File: src/rtl/mem_access_unit.sv
// mem_access_unit: M-stage load/store bus adapter.
//   Accepts one load or store per instruction, drives a registered single-beat
//   bus request, waits for MemAck (bounded by TIMEOUT cycles), formats load data
//   and stalls the pipeline until the access finishes.
// Ports:
//   CLK, RST                      clock, asynchronous active-high reset
//   MemWriteM, ResultSrcM, TypeM  access kind (store / load / funct3 width)
//   ALUResultM, WriteDataM        byte address and right-aligned store data
//   MemReq, MemWe, MemAddr,
//   MemWData, MemBE               registered bus request
//   MemAck, MemRData              bus completion strobe and read data
//   ReadDataM                     registered, formatted load result
//   StallM                        pipeline freeze (combinational)
//   MisalignM, BusErrM            misaligned/illegal access, bus timeout
module mem_access_unit #(
  parameter int WIDTH   = 32,
  parameter int TIMEOUT = 255
) (
  input  logic             CLK,
  input  logic             RST,
  input  logic             MemWriteM,
  input  logic [1:0]       ResultSrcM,
  input  logic [2:0]       TypeM,
  input  logic [WIDTH-1:0] ALUResultM,
  input  logic [WIDTH-1:0] WriteDataM,
  output logic             MemReq,
  output logic             MemWe,
  output logic [WIDTH-1:0] MemAddr,
  output logic [WIDTH-1:0] MemWData,
  output logic [3:0]       MemBE,
  input  logic             MemAck,
  input  logic [WIDTH-1:0] MemRData,
  output logic [WIDTH-1:0] ReadDataM,
  output logic             StallM,
  output logic             MisalignM,
  output logic             BusErrM
);

  typedef enum logic [1:0] {
    S_IDLE,
    S_REQ,
    S_DONE
  } state_t;

  // Counter value on the last REQ cycle allowed before declaring a timeout.
  localparam logic [7:0] TO_LAST = 8'(TIMEOUT - 1);

  state_t           state_q, state_d;
  logic             req_q, req_d;
  logic             we_q, we_d;
  logic [WIDTH-1:0] addr_q, addr_d;
  logic [WIDTH-1:0] wdata_q, wdata_d;
  logic [3:0]       be_q, be_d;
  logic [2:0]       type_q, type_d;
  logic [1:0]       off_q, off_d;
  logic [WIDTH-1:0] rdata_q, rdata_d;
  logic             buserr_q, buserr_d;
  logic [7:0]       cnt_q, cnt_d;

  logic             acc;
  logic             ill;
  logic [1:0]       off;
  logic [WIDTH-1:0] st_wdata;
  logic [3:0]       st_be;
  logic [7:0]       ld_byte;
  logic [15:0]      ld_half;
  logic [WIDTH-1:0] ld_fmt;

  assign acc = MemWriteM | (ResultSrcM == 2'b01);
  assign off = ALUResultM[1:0];

  always_comb begin
    ill = 1'b0;
    case (TypeM)
      3'b001, 3'b101:         ill = off[0];
      3'b010:                 ill = (off != 2'b00);
      3'b011, 3'b110, 3'b111: ill = 1'b1;
      default:                ill = 1'b0;
    endcase
  end

  // Store lane replication; TypeM[1:0] selects byte/half/word.
  always_comb begin
    st_wdata = WriteDataM;
    st_be    = 4'hF;
    case (TypeM[1:0])
      2'b00: begin
        st_wdata = {4{WriteDataM[7:0]}};
        st_be    = 4'b0001 << off;
      end
      2'b01: begin
        st_wdata = {2{WriteDataM[15:0]}};
        st_be    = off[1] ? 4'b1100 : 4'b0011;
      end
      default: begin
        st_wdata = WriteDataM;
        st_be    = 4'hF;
      end
    endcase
  end

  // Load formatting uses the width and offset captured at acceptance.
  always_comb begin
    ld_byte = MemRData[7:0];
    case (off_q)
      2'b00:   ld_byte = MemRData[7:0];
      2'b01:   ld_byte = MemRData[15:8];
      2'b10:   ld_byte = MemRData[23:16];
      default: ld_byte = MemRData[31:24];
    endcase
    ld_half = off_q[1] ? MemRData[31:16] : MemRData[15:0];
    case (type_q)
      3'b000:  ld_fmt = {{24{ld_byte[7]}}, ld_byte};
      3'b100:  ld_fmt = {24'b0, ld_byte};
      3'b001:  ld_fmt = {{16{ld_half[15]}}, ld_half};
      3'b101:  ld_fmt = {16'b0, ld_half};
      default: ld_fmt = MemRData;
    endcase
  end

  always_comb begin
    state_d  = state_q;
    req_d    = req_q;
    we_d     = we_q;
    addr_d   = addr_q;
    wdata_d  = wdata_q;
    be_d     = be_q;
    type_d   = type_q;
    off_d    = off_q;
    rdata_d  = rdata_q;
    buserr_d = 1'b0;
    cnt_d    = cnt_q;
    case (state_q)
      S_IDLE: begin
        if (acc && !ill) begin
          state_d = S_REQ;
          req_d   = 1'b1;
          we_d    = MemWriteM;
          addr_d  = {ALUResultM[WIDTH-1:2], 2'b00};
          if (MemWriteM) begin
            wdata_d = st_wdata;
            be_d    = st_be;
          end else begin
            be_d    = 4'hF;
          end
          type_d  = TypeM;
          off_d   = off;
          cnt_d   = '0;
        end
      end
      S_REQ: begin
        // Ack is tested first so it wins over a coincident timeout.
        if (MemAck) begin
          state_d = S_DONE;
          req_d   = 1'b0;
          if (!we_q) rdata_d = ld_fmt;
        end else if (cnt_q == TO_LAST) begin
          state_d  = S_DONE;
          req_d    = 1'b0;
          rdata_d  = '0;
          buserr_d = 1'b1;
        end else begin
          cnt_d = cnt_q + 8'd1;
        end
      end
      S_DONE:  state_d = S_IDLE;
      default: state_d = S_IDLE;
    endcase
  end

  always_ff @(posedge CLK or posedge RST) begin
    if (RST) begin
      state_q  <= S_IDLE;
      req_q    <= 1'b0;
      we_q     <= 1'b0;
      addr_q   <= '0;
      wdata_q  <= '0;
      be_q     <= '0;
      type_q   <= '0;
      off_q    <= '0;
      rdata_q  <= '0;
      buserr_q <= 1'b0;
      cnt_q    <= '0;
    end else begin
      state_q  <= state_d;
      req_q    <= req_d;
      we_q     <= we_d;
      addr_q   <= addr_d;
      wdata_q  <= wdata_d;
      be_q     <= be_d;
      type_q   <= type_d;
      off_q    <= off_d;
      rdata_q  <= rdata_d;
      buserr_q <= buserr_d;
      cnt_q    <= cnt_d;
    end
  end

  assign MemReq    = req_q;
  assign MemWe     = we_q;
  assign MemAddr   = addr_q;
  assign MemWData  = wdata_q;
  assign MemBE     = be_q;
  assign ReadDataM = rdata_q;
  assign BusErrM   = buserr_q;
  assign StallM    = ((state_q == S_IDLE) && acc && !ill) || (state_q == S_REQ);
  assign MisalignM = (state_q == S_IDLE) && acc && ill;

endmodule

File: config.mk
export PLATFORM = sky130hd
export DESIGN_NAME = mem_access_unit
export DESIGN_NICKNAME = d
export VERILOG_FILES = /design/src/rtl/mem_access_unit.sv
export SDC_FILE = /design/constraint.sdc
export NUM_CORES = 1
export LEC_CHECK = 0
export ABC_AREA = 1
export CORE_MARGIN = 4
export CORE_UTILIZATION = 40
export DETAILED_ROUTE_END_ITERATION = 12
export PLACE_DENSITY = 0.82
export SLEW_MARGIN = 10
export SYNTH_ARGS = -nofsm -noshare
export SYNTH_HDL_FRONTEND = slang
export SYNTH_SLANG_ARGS = --single-unit
File: constraint.sdc
create_clock -name CLK -period 3.7 [get_ports CLK]
set_input_delay 0.74 -clock CLK [delete_from_list [all_inputs] [get_ports CLK]]
set_output_delay 0.74 -clock CLK [all_outputs]
set_load 0.05 [all_outputs]
==> impl_metrics.toml <==
[run_status]
outcome = "finished clean"

[global_route]
grt_use_total = 0.223
grt.busiest_layer = "met2"
grt_pass1_wl_um = 28300
overflow = 0
grt_pass1_vias = 5654
use_met3 = 0.0889
grtUsageMet2 = 0.356
grt_max_degree = 104
gr-usage-met1 = 0.273
antenna_found_initial = 0

[power_and_ir_drop]
p_sw_mw = 3.29
clkPwrFrac = 0.236
powerDensity_nw_per_um2 = 872
leakagePower_nw = 4.09
power_switching_share = 0.449
p_total_mw = 7.32
p_comb_frac = 0.487
vdd_drop_max_mv = 0.527
p_int_mw = 4.03
power_frac_seq = 0.277

[floorplan]
num_rows = 42
dieArea_sq_um = 15900
core-area_sq_um = 13500
ios = 210
die_w_um = 126
die_h_um = 126
start_util = 0.415

[yosys]
ys_types = 35
synth-edff-count = 0
avgSynthCellArea_sq_um = 7.76
ys_warn_count = 0
yosys.area_share.simple = 0.298
synth_mux_area_frac = 0.00179
synthAdderAreaFrac = 0.00448
synthCells = 719
synth-xor-area-share = 0.00628
syn-cell-area_sq_um = 5580
ys_seq_area_frac = 0.520
synth_compound_area_frac = 0.102
synth_top_family_by_area = "simple AND/OR/NAND/NOR gates"
synth-main-ff-cell = "dfrtp_1"
synthArstFlopShare = 1.00
synth-seq-cells = 116

[route]
drt-initial-drc-count = 348
dr.pass1.iters = 5
routed_wl_um = 17500
drc = 0
via_per_inst = 4.95
wl_per_cell_um = 15.8
ant_nets = 0
via_count = 5495

[clock_tree]
h-tree-depth = 4
clkTransAtPathRegs_ns = 0.05
cts_resized = 0
clockRootBuffer = "clkbuf_16"
clk_path_buf_depth = 2
cts.sinks = 116
insertion_delay_ns = 0.41
cts_tree = "done"
hold_buffers = 0
post_cts_buffers = 0
cts_buffers = 17

[worst_setup_path]
crit_required_ns = 2.96
reg2reg_depth = 7
end_kind = "output pin"
arrival_ns = 2.39
crit_fanout = 10
start_kind = "input port"
crit_type = "in -> out"

[placement]
dp.cells = 1077
numPortBuffers = 207
place_area_sq_um = 7780
dp_hpwl_um = 12700
gp_congestion = 0.856
place_worst_setup_slack_ns = 0.558

[timing]
fin_ws_ns = 0.567
grt_setup_unrepaired = "false"
worstMarginPinSlew_ns = 0.877
whs_ns = 0.476
fin_crit_sh = 0.847
max_freq_mhz = 319
slew_headroom = 0.415
report.final.slew_viol_count = 0
tns_ns = 0
fin_crit_ns = 3.13
finalHoldViolations = 0
setup_viol = 0
fin_skew_ns = 0.00749

[finish]
multi_input_area_sq_um = 2310
drive_above_1_share = 0.0589
utilization = 0.624
fill_cells = 1202
diodes = 0
fin_nets = 1027
instances_no_fill = 1109
design_area_sq_um = 8400
seq_area_sq_um = 2900
area_growth_syn_to_layout_pct = 50.4

[hold_path]
hold_path_class = "reg -> reg"
hold_path_depth = 2

[job]
maxCapViolCount = 0
power by group through the flow:
stage / sequential, mW / clock (mW) / combinational [mW]
2_1_floorplan: 3.48 / 0 / 0.840
3_3_place_gp: 2.02 / 0 / 3.53
3_5_place_dp: 2.03 / 0 / 3.58
4_1_cts: 2.03 / 1.75 / 3.59
5_1_grt: 2.09 / 1.81 / 3.79
6_report: 2.03 / 1.72 / 3.57
synth_stat cells, drive strengths merged (2+ instances only):
| master | count | share of area |
|---|---|---|
| nand2 | 308 | 0.21 |
| dfrtp | 116 | 0.52 |
| o21ai | 71 | 0.066 |
| inv | 49 | 0.033 |
| nand3 | 49 | 0.046 |
| nor2 | 36 | 0.029 |
| a21oi | 23 | 0.021 |
| buf | 19 | 0.024 |
| clkbuf | 13 | 0.0087 |
| or2 | 6 | 0.0067 |
| nor3 | 5 | 0.0045 |
| o211ai | 5 | 0.0067 |
| a21boi | 4 | 0.0054 |
| xor2 | 4 | 0.0063 |
| ha | 2 | 0.0045 |
| nand4 | 2 | 0.0022 |
sequential cells by signal, summed over array words and instances, names as in the netlist:
| name | count |
|---|---|
| BusErrM | 1 |
| MemAddr | 30 |
| MemBE | 4 |
| MemReq | 1 |
| MemWData | 32 |
| MemWe | 1 |
| ReadDataM | 32 |
| cnt_q | 8 |
| off_q | 2 |
| state_q | 2 |
| type_q | 3 |
layout by cell type (no fill, tap or decap), types with 3 or more instances in the layout:
| cell | n |
|---|---|
| a21boi_0 | 4 |
| a21oi_1 | 23 |
| buf_12 | 3 |
| buf_4 | 5 |
| bufinv_16 | 4 |
| clkbuf_1 | 4 |
| clkbuf_16 | 17 |
| clkdlybuf4s50_1 | 205 |
| clkinv_2 | 3 |
| dfrtp_1 | 116 |
| inv_1 | 45 |
| inv_2 | 3 |
| nand2_1 | 306 |
| nand3_1 | 48 |
| nor2_1 | 32 |
| nor3_1 | 5 |
| o211ai_1 | 5 |
| o21ai_0 | 48 |
| o21ai_1 | 20 |
| o21ai_2 | 3 |
| or2_2 | 5 |
| xor2_1 | 4 |
kinds of logic after synthesis:
group,Yosys count
buffers and inverters,82
muxes,1
AOI/OAI and AO/OA,106
adders and majority gates,2
DFF,116
and+or+nand+nor,407
xor gates and xnor gates,4
other,1
metal layers:
layer / part of all wire / wire length, um
met5: 0 / 0
met4: 0.027 / 470
met3: 0.11 / 1840
met2: 0.46 / 8020
met1: 0.41 / 7170
layout make-up:
cell class | instances | area share
Timing Repair Buffer | 213 | 0.256
Tap cell | 176 | 0.0262
Multi-Input combinational cell | 522 | 0.275
Inverter | 50 | 0.0228
Sequential cell | 116 | 0.346
Clock inverter | 9 | 0.0180
Clock buffer | 23 | 0.0557
worst max-delay path: stages:
cell and delay [ns]:
clkdlybuf4s50_1 0.51, inv_1 0.11, nor2_4 0.23, nand2_1 0.16, nand2_1 0.11, inv_1 0.05, nor3_1 0.29, buf_12 0.19
final timing paths:
kind / slack, ns / end / startpoint
worst min register to register: 0.48 / ReadDataM[14]$_DFFE_PP0P_ / ReadDataM[14]$_DFFE_PP0P_
min in group asynchronous: 0.65 / MemWData[25]$_DFFE_PP0P_ / RST
max in group asynchronous: 2.17 / ReadDataM[12]$_DFFE_PP0P_ / RST
worst max-delay path: 0.57 / MisalignM / TypeM[0]
worst max register to register: 1.57 / ReadDataM[31]$_DFFE_PP0P_ / off_q[1]$_DFFE_PP0P_
worst min-delay path: 0.48 / ReadDataM[14]$_DFFE_PP0P_ / ReadDataM[14]$_DFFE_PP0P_
(Power assumes the default switching activity.)
